==> src/rtl/csr_file.sv <==
// csr_file -- machine-mode CSR file for the RV32 pipeline.
//
// Serves combinational CSR reads to the execute side, reports per-access
// read/write masks to writeback, and commits CSR writes plus trap/mret
// state updates on the rising clock edge.
//
// Optional feature macro: CSR_COUNTERS_EN
//   defined   -> mcycle/minstret (+h) and cycle/instret (+h) read-only aliases
//   undefined -> no counter registers; those addresses read as unimplemented
//
// Parameters:
//   MTVEC_RESET  reset value of mtvec (bits 1:0 forced to 0)
//   MHARTID      value returned by mhartid
//
// Ports:
//   clk_i, rst_i           clock, asynchronous active-high reset
//   rd_csr_addr_i/rdata_o  execute-side combinational read port
//   wb_csr_addr_i/we_i/wdata_i, wb_csr_rmask_o/wmask_o   writeback CSR access
//   wb_valid_i, wb_trap_*  retire / trap information from writeback
//   wb_mret_i              retiring instruction is mret
//   mtvec_o, mepc_o        registered trap vector / exception PC for redirect
module csr_file #(
  parameter logic [31:0] MTVEC_RESET = 32'h0000_0000,
  parameter logic [31:0] MHARTID     = 32'h0
) (
  input  logic        clk_i,
  input  logic        rst_i,
  input  logic [11:0] rd_csr_addr_i,
  output logic [31:0] rd_csr_rdata_o,
  input  logic [11:0] wb_csr_addr_i,
  input  logic        wb_csr_we_i,
  input  logic [31:0] wb_csr_wdata_i,
  output logic [31:0] wb_csr_rmask_o,
  output logic [31:0] wb_csr_wmask_o,
  input  logic        wb_valid_i,
  input  logic        wb_trap_valid_i,
  input  logic [31:0] wb_trap_pc_i,
  input  logic [31:0] wb_trap_mcause_i,
  input  logic [31:0] wb_trap_mtval_i,
  input  logic        wb_mret_i,
  output logic [31:0] mtvec_o,
  output logic [31:0] mepc_o
);

  localparam logic [31:0] MISA_VAL = 32'h4000_0100;

  logic        r_mst_mie;   // mstatus.MIE
  logic        r_mst_mpie;  // mstatus.MPIE
  logic [31:0] r_mie;
  logic [31:0] r_mtvec;
  logic [31:0] r_mscratch;
  logic [31:0] r_mepc;
  logic [31:0] r_mcause;
  logic [31:0] r_mtval;
`ifdef CSR_COUNTERS_EN
  logic [63:0] r_mcycle;
  logic [63:0] r_minstret;
`endif

  logic [31:0] w_mstatus;
  logic [32:0] w_rd;        // {implemented, value} for the read port
  logic [32:0] w_wb;        // {implemented, value} for the writeback address
  logic [31:0] w_wmask;     // writable bits of wb_csr_addr_i
  logic [31:0] w_new;       // merged write value
  logic        w_we;        // write commits this edge

  // MPP is hardwired to M-mode, so it always reads 2'b11.
  assign w_mstatus = {19'b0, 2'b11, 3'b0, r_mst_mpie, 3'b0, r_mst_mie, 3'b0};

  function automatic logic [32:0] f_rd(input logic [11:0] a);
    logic [32:0] v;
    v = 33'b0;
    case (a)
      12'h300: v = {1'b1, w_mstatus};
      12'h301: v = {1'b1, MISA_VAL};
      12'h304: v = {1'b1, r_mie};
      12'h305: v = {1'b1, r_mtvec};
      12'h340: v = {1'b1, r_mscratch};
      12'h341: v = {1'b1, r_mepc};
      12'h342: v = {1'b1, r_mcause};
      12'h343: v = {1'b1, r_mtval};
      12'h344: v = {1'b1, 32'h0};
      12'hF14: v = {1'b1, MHARTID};
`ifdef CSR_COUNTERS_EN
      12'hB00, 12'hC00: v = {1'b1, r_mcycle[31:0]};
      12'hB80, 12'hC80: v = {1'b1, r_mcycle[63:32]};
      12'hB02, 12'hC02: v = {1'b1, r_minstret[31:0]};
      12'hB82, 12'hC82: v = {1'b1, r_minstret[63:32]};
`endif
      default: v = 33'b0;
    endcase
    return v;
  endfunction

  function automatic logic [31:0] f_wmask(input logic [11:0] a);
    logic [31:0] m;
    m = 32'h0;
    case (a)
      12'h300: m = 32'h0000_0088;
      12'h304: m = 32'h0000_0888;
      12'h305, 12'h341: m = 32'hFFFF_FFFC;
      12'h340, 12'h342, 12'h343: m = 32'hFFFF_FFFF;
`ifdef CSR_COUNTERS_EN
      12'hB00, 12'hB80, 12'hB02, 12'hB82: m = 32'hFFFF_FFFF;
`endif
      default: m = 32'h0;
    endcase
    return m;
  endfunction

  always_comb begin
    w_rd    = f_rd(rd_csr_addr_i);
    w_wb    = f_rd(wb_csr_addr_i);
    w_wmask = f_wmask(wb_csr_addr_i);
  end

  assign rd_csr_rdata_o = w_rd[31:0];
  assign wb_csr_rmask_o = {32{w_wb[32]}};
  assign wb_csr_wmask_o = wb_csr_we_i ? w_wmask : 32'h0;
  assign w_new          = (w_wb[31:0] & ~w_wmask) | (wb_csr_wdata_i & w_wmask);
  // Address 0 and RO addresses decode to a zero mask, so they never commit.
  assign w_we           = wb_csr_we_i & ~wb_trap_valid_i & (|w_wmask);

  assign mtvec_o = r_mtvec;
  assign mepc_o  = r_mepc;

  always_ff @(posedge clk_i or posedge rst_i) begin
    if (rst_i) begin
      r_mst_mie  <= 1'b0;
      r_mst_mpie <= 1'b0;
      r_mie      <= 32'h0;
      r_mtvec    <= MTVEC_RESET & 32'hFFFF_FFFC;
      r_mscratch <= 32'h0;
      r_mepc     <= 32'h0;
      r_mcause   <= 32'h0;
      r_mtval    <= 32'h0;
    end else if (wb_trap_valid_i) begin
      // Trap wins over both CSR write and mret.
      r_mepc     <= wb_trap_pc_i & 32'hFFFF_FFFC;
      r_mcause   <= wb_trap_mcause_i;
      r_mtval    <= wb_trap_mtval_i;
      r_mst_mpie <= r_mst_mie;
      r_mst_mie  <= 1'b0;
    end else begin
      if (w_we) begin
        case (wb_csr_addr_i)
          12'h300: begin
            r_mst_mie  <= w_new[3];
            r_mst_mpie <= w_new[7];
          end
          12'h304: r_mie      <= w_new;
          12'h305: r_mtvec    <= w_new;
          12'h340: r_mscratch <= w_new;
          12'h341: r_mepc     <= w_new;
          12'h342: r_mcause   <= w_new;
          12'h343: r_mtval    <= w_new;
          default: ;
        endcase
      end
      // mret is issued after the write so it owns mstatus if both hit.
      if (wb_mret_i) begin
        r_mst_mie  <= r_mst_mpie;
        r_mst_mpie <= 1'b1;
      end
    end
  end

`ifdef CSR_COUNTERS_EN
  logic [63:0] w_cyc_inc;
  logic [63:0] w_ins_inc;
  logic        w_ins_en;

  assign w_ins_en  = wb_valid_i & ~wb_trap_valid_i;
  assign w_cyc_inc = r_mcycle + 64'd1;
  assign w_ins_inc = r_minstret + {63'b0, w_ins_en};

  // Low-half write holds the high half; high-half write keeps the low
  // increment but drops its carry.
  always_ff @(posedge clk_i or posedge rst_i) begin
    if (rst_i) begin
      r_mcycle   <= 64'h0;
      r_minstret <= 64'h0;
    end else begin
      if (w_we && wb_csr_addr_i == 12'hB00)
        r_mcycle <= {r_mcycle[63:32], wb_csr_wdata_i};
      else if (w_we && wb_csr_addr_i == 12'hB80)
        r_mcycle <= {wb_csr_wdata_i, w_cyc_inc[31:0]};
      else
        r_mcycle <= w_cyc_inc;

      if (w_we && wb_csr_addr_i == 12'hB02)
        r_minstret <= {r_minstret[63:32], wb_csr_wdata_i};
      else if (w_we && wb_csr_addr_i == 12'hB82)
        r_minstret <= {wb_csr_wdata_i, w_ins_inc[31:0]};
      else
        r_minstret <= w_ins_inc;
    end
  end
`endif

endmodule

==> config.mk <==
export PLATFORM = sky130hd
export DESIGN_NAME = csr_file
export DESIGN_NICKNAME = d
export VERILOG_FILES = /design/src/rtl/csr_file.sv
export SDC_FILE = /design/constraint.sdc
export NUM_CORES = 1
export LEC_CHECK = 0
export CORE_ASPECT_RATIO = 1.75
export CORE_MARGIN = 2
export CORE_UTILIZATION = 48
export CTS_BUF_LIST = sky130_fd_sc_hd__clkbuf_2
export CTS_CLUSTER_DIAMETER = 80
export DETAILED_ROUTE_END_ITERATION = 12
export MAX_ROUTING_LAYER = met4
export PLACE_DENSITY = 0.79
export SYNTH_ARGS = -nofsm -noshare
export SYNTH_HDL_FRONTEND = slang
export SYNTH_SLANG_ARGS = --single-unit
export TNS_END_PERCENT = 50
==> constraint.sdc <==
create_clock -name clk_i -period 8.2 [get_ports clk_i]
set_input_delay 1.64 -clock clk_i [delete_from_list [all_inputs] [get_ports clk_i]]
set_output_delay 1.64 -clock clk_i [all_outputs]
set_load 0.03 [all_outputs]
==> flow_summary.yaml, run 1 <==
clocking:
  clock-root-buffer: "clkbuf_2"
  clock-sinks: 194
  cts_inserted_buffers: 17
  max-clock-path-buffers: 2
  postCtsResizedCells: 0
  cts_tree: "yes"
  cts-htree-levels: 4
  path_clk_slew_ns: 0.28
  hold_buffers: 0
  postCtsSetupBuffers: 0
  worstSkewPairLatency_ns: 0.77
timing:
  post-route-min-period_ns: 7.05
  fin_ws_ns: 1.15
  fmax_ghz: 0.142
  tns_ns: 0
  tightest_slew_ns: 1.22
  finalSetupViolCount: 0
  hold_violations: 0
  slew_violations: 0
  timing.hold.ws_ns: 0.420
  max_slew_margin_pct: 18.3
  rsz0062_at_grt: "no"
  finalClockSkew_ns: 0.000144
  period_share_pct: 86.0
setup_path:
  path_buf_inv: 2
  cp_slowest_cell: "clkdlybuf4s50_1"
  crit_type: "in -> out"
  cpLargestDelayFamily: "simple AND/OR/NAND/NOR gates"
  end_kind: "output port"
  r2r_slack_ns: 7.28
  crit_chain: "clkdlybuf4s50_1 -> or4b_1 -> or2_1 -> nor3_1 -> nor2_1 -> nand2_1 -> clkdlybuf4s50_1"
  worstSetupStartpointType: "input pin"
  cp-startpoint: "wb_csr_addr_i[3]"
  cp.required_ns: 6.56
  worstPathArrival_ns: 5.41
  cpMostUsedCell: "clkdlybuf4s50_1"
  critPathMaxFanout: 32
  r2r_start: "r_mcause[24]"
  cpPeakStageDelay_ns: 0.82
global_route:
  grt_pass1_wl_um: 48300
  grt_pass1_vias: 8780
  grt_util_all_layers_pct: 30.1
  antenna_found_initial: 4
  grt_max_degree: 118
  grt_overflow: 0
synth:
  ys_ff_latch: 194
  yosysUniqueCellTypes: 55
  synth.area.mux_share_pct: 2.32
  avgSynthCellArea_um2: 9.62
  synth_top_family_by_area: "compound AO/OA/AOI/OAI gates"
  synthXorXnorAreaFrac_pct: 0
  synth_edf_count: 0
  synth_compound_area_share_pct: 22.5
  syn_area_um2: 9710
  async_reset_ff_share_pct: 100
  synthFlopType: "dfrtp_1"
  yosys.area.top_type: "dfrtp_1"
  synth_simple_gate_area_share_pct: 15.0
  ys.warnings.count: 0
  synth_most_common_cell: "dfrtp_1"
  syn_nets: 1167
  synth_cells: 1009
  synth_top_area_share_pct: 50.0
  ys_top_cells_by_area: "dfrtp_1 50%, nand2_1 6.7%, buf_4 4.6%"
  synth-adder-area-share_pct: 0.103
  ys_seq_area_share_pct: 50.0
  yosys-top-cells-count: "194 x dfrtp_1, 173 x nand2_1, 74 x clkbuf_1, 70 x nor2_1, 59 x buf_4"
power_and_ir_drop:
  power.leakage_uw: 0.00518
  ir_drop_mv: 0.102
  cellPowerDensity_nw_per_um2: 143
hold_path:
  min_from: "r_mie[4]"
  hp-class: "reg -> reg"
final_layout:
  postLayoutCellArea_um2: 12700
  ff_latch_area_um2: 4850
  multi_input_area_um2: 3920
  syn_to_final_growth_pct: 30.5
  drive_gt1_share_pct: 8.75
  fin_nets: 1356
  n_fill_cell: 1653
  utilization_pct: 63.9
die:
  row_count: 68
  start_util_pct: 49.0
  io-pin-count: 318
  dieWidth_um: 112
  die_h_um: 192
  die_area_um2: 21400
  coreArea_um2: 19800
placed_design:
  placed_area_um2: 12400
  io_buffers: 314
  dp_hpwl_um: 21300
  place.gp.congestion: 0.890
  pre_cts_slack_ns: 1.10
route:
  detail_route.iter0.violations: 839
  vias_per_cell: 5.98
  drc_errors: 0
  dr_total_vias: 8728
  wl_per_cell_um: 21.7
  drtPass1Iterations: 8
  drt-total-wl_um: 31700
  postRouteAntennaNets: 0
outcome:
  outcome: "completed"
flow_run:
  cap_violations: 0
-- registers in the layout, indices dropped and copies added, names as in the netlist --
register,count
r_mcause,32
r_mscratch,32
mepc_o,32
r_mst_mie,1
r_mie,32
r_mtval,32
mtvec_o,32
r_mst_mpie,1
-- where the power goes --
group	internal, µW	switching [µW]
logic	151	162
clock network	97.3	367
registers	1000	30.8
total	1250	560
-- per-layer routing --
metal	up-vias	global-route usage, %	part of all wire (%)
met2	483	52.4	53
met5	-	-	0
li1	3941	-	-
met4	0	17.2	5.0
met3	98	4.42	6.8
met1	4206	33.0	35
-- cells in the final DEF, fill, tap and decap left out, types with 4 or more instances in the layout --
| cell type | n |
|---|---|
| nor2_1 | 69 |
| a22oi_1 | 36 |
| mux2i_1 | 18 |
| dfrtp_1 | 194 |
| buf_4 | 16 |
| clkinv_4 | 4 |
| nand2b_1 | 7 |
| nor2b_1 | 9 |
| and2_1 | 6 |
| o21ai_2 | 5 |
| clkbuf_2 | 17 |
| inv_1 | 25 |
| a21oi_1 | 36 |
| o21ai_1 | 44 |
| diode_2 | 4 |
| a22o_1 | 4 |
| a221oi_1 | 23 |
| a222oi_1 | 24 |
| clkdlybuf4s50_1 | 312 |
| nand2_1 | 173 |
| o211ai_1 | 37 |
| o22ai_1 | 7 |
| a21oi_2 | 25 |
| a31oi_1 | 23 |
| mux2_2 | 4 |
| a221o_1 | 23 |
| nand2_2 | 5 |
| inv_6 | 4 |
| inv_8 | 5 |
-- cells by family after synthesis --
kind of cell | after synthesis
compound gates | 299
fa+ha+maj | 1
buf+inv | 185
flops | 194
mux | 22
simple gates | 308
-- path summary, 6_finish.rpt --
check | cells after the start | end
worst max-delay path | 7 | wb_csr_rmask_o[1]
worst min-delay path | 0 | r_mie[4]
worst min register to register | 0 | r_mie[4]
min in group asynchronous | 2 | mepc_o[16]
max in group asynchronous | 3 | r_mscratch[25]
worst max register to register | 2 | r_mcause[24]
-- through the flow --
stage	cells	total power (µW)
floorplan	1009	1190
global placement	1424	1350
detailed placement	1424	1360
CTS	1456	1820
global route	1460	1880
finish	1460	1810
-- area by class of cell --
cell class              instances  share of cell area, %
flip-flops and latches        194                   38.3
multi-input cells             630                   30.9
repair buffers                329                   25.6
well taps                     245                   2.42
clock inverters                15                   1.12
inverters                      26                  0.830
clock buffers                  17                  0.672
diodes                          4                 0.0790
Note: power is estimated with default switching activity, not from simulation.
==> run 2, diff against run 1 <==
--- a/config.mk
+++ b/config.mk
@@ -13,6 +13,7 @@
 export DETAILED_ROUTE_END_ITERATION = 12
 export MAX_ROUTING_LAYER = met4
 export PLACE_DENSITY = 0.79
+export REMOVE_ABC_BUFFERS = 1
 export SYNTH_ARGS = -nofsm -noshare
 export SYNTH_HDL_FRONTEND = slang
 export SYNTH_SLANG_ARGS = --single-unit
==> run 2 against run 1 <==
Effect of this change: non-clock buffer count shrank 2; core utilization grew 0.095 points; die area is the same; sequential share of layout area shrank 0.057 points; largest power group unchanged; clock skew grew 0.018 ns; first-iteration DRC count shrank 15%; cell count shrank 0.14%; total power grew 1.7%.
==> flow_summary.yaml, run 2 (synthesis results as in run 1) <==
outcome:
  outcome: "completed"
clocking:
  clock-sinks: 194
  path_clk_slew_ns: 0.25
  cts_tree: "yes"
  cts_inserted_buffers: 17
  cts-htree-levels: 4
  hold_buffers: 0
  clock-root-buffer: "clkbuf_2"
  max-clock-path-buffers: 2
  worstSkewPairLatency_ns: 0.80
  postCtsSetupBuffers: 0
  postCtsResizedCells: 0
die:
  dieWidth_um: 112
  die_h_um: 192
  die_area_um2: 21400
  coreArea_um2: 19800
  start_util_pct: 49.0
  row_count: 68
  io-pin-count: 318
timing:
  post-route-min-period_ns: 6.75
  fmax_ghz: 0.148
  slew_violations: 0
  max_slew_margin_pct: 20.6
  rsz0062_at_grt: "no"
  finalClockSkew_ns: 0.0184
  finalSetupViolCount: 0
  hold_violations: 0
  period_share_pct: 82.4
  tightest_slew_ns: 1.19
route:
  postRouteAntennaNets: 0
  drtPass1Iterations: 6
  vias_per_cell: 5.98
  drc_errors: 0
  drt-total-wl_um: 30900
  dr_total_vias: 8724
  wl_per_cell_um: 21.2
  detail_route.iter0.violations: 709
global_route:
  grt_max_degree: 140
  grt_pass1_vias: 8754
  grt_pass1_wl_um: 46800
  grt_overflow: 0
  antenna_found_initial: 4
  grt_util_all_layers_pct: 29.1
final_layout:
  n_fill_cell: 1684
  final_cell_mix: "312 x clkdlybuf4s50_1, 194 x dfrtp_1, 172 x nand2_1"
  syn_to_final_growth_pct: 30.7
  multi_input_area_um2: 3920
  layout_commonest_cell: "clkdlybuf4s50_1"
  postLayoutCellArea_um2: 12700
  drive_gt1_share_pct: 8.60
  ff_latch_area_um2: 4850
  fin_cells: 1458
  fin_nets: 1354
setup_path:
  end_kind: "output port"
  critPathMaxFanout: 32
  cp.required_ns: 6.56
  crit_type: "in -> out"
  worstPathArrival_ns: 5.11
  worstSetupStartpointType: "input pin"
placed_design:
  io_buffers: 314
  placed_area_um2: 12400
  dp_cells: 1422
  dp_hpwl_um: 20400
  place.gp.congestion: 0.892
flow_run:
  cap_violations: 0
power_and_ir_drop:
  total_power_uw: 1840
  cellPowerDensity_nw_per_um2: 145
  power.internal_uw: 1330
  p_switching_uw: 516
  power.leakage_uw: 0.00518
  sw_frac_of_total_pct: 28.0
  p_clk_share_pct: 27.3
  p_seq_share_pct: 55.9
  ir_drop_mv: 0.108
  pwr-share-comb_pct: 16.8
hold_path:
  hp-class: "reg -> reg"
run 2: changes by cell type in the layout (fill, tap and decap cells not counted):
cell / before / now
clkbuf_2: 17 / 19
buf_2: 1 / 0
clkinvlp_4: 0 / 1
inv_8: 5 / 1
clkinv_8: 1 / 0
clkinv_4: 4 / 3
nand2_1: 173 / 172
clkinv_2: 2 / 3
buf_4: 16 / 15
clkinv_1: 0 / 1
inv_6: 4 / 2
bufinv_16: 0 / 3
nand2_2: 5 / 6
run 2: path summary, 6_finish.rpt:
path	from	endpoint	slack, ns	cells after the start
max	wb_csr_addr_i[6]	wb_csr_rmask_o[23]	1.45	7
min	r_mie[8]	r_mie[8]	0.41	0
max reg2reg	r_mst_mie	r_mst_mie	7.34	2
min reg2reg	r_mie[8]	r_mie[8]	0.41	0
max in group asynchronous	rst_i	r_mscratch[22]	5.45	3
min in group asynchronous	rst_i	mepc_o[4]	1.41	2
run 2: power groups by stage:
stage,clock (µW),sequential [µW],combinational [µW]
after floorplan,0,1070,113
after global placement,0,1040,306
after detailed placement,0,1050,310
after CTS,514,1030,311
after global routing,551,1040,333
final,503,1030,309
run 2: through the flow:
| step | setup TNS, ns | setup slack [ns] | utilization [%] | hold WS (ns) |
|---|---|---|---|---|
| after floorplan | -137.74 | -2.41 | - | 0.353 |
| after global placement | 0 | 1.50 | 62.7 | 0.364 |
| after detailed placement | 0 | 1.45 | 62.7 | 0.365 |
| after CTS | 0 | 1.45 | 63.9 | 0.415 |
| after global routing | 0 | 1.17 | 64.0 | 0.426 |
| final | 0 | 1.45 | 64.0 | 0.410 |
run 2: area by class of cell:
class | count | share of cell area (%)
clock inverters | 13 | 1.26
clock buffers | 19 | 0.750
well taps | 245 | 2.42
inverters | 26 | 0.828
multi-input cells | 630 | 30.9
diodes | 4 | 0.0789
flip-flops and latches | 194 | 38.3
repair buffers | 327 | 25.5
run 2: metal layers:
layer	vias to the layer above	routed length (µm)	track usage, %
li1	3930	-	-
met1	4230	11200	32.2
met2	469	16300	50.2
met3	95	1940	4.83
met4	0	1530	15.9
met5	-	0	-
run 2: worst max-delay path: stages:
cell	delay, ns
clkdlybuf4s50_1	0.56
or4b_1	0.64
nor4_1	0.56
and2_1	0.24
nor2_1	0.04
nand2_1	0.60
clkdlybuf4s50_1	0.82
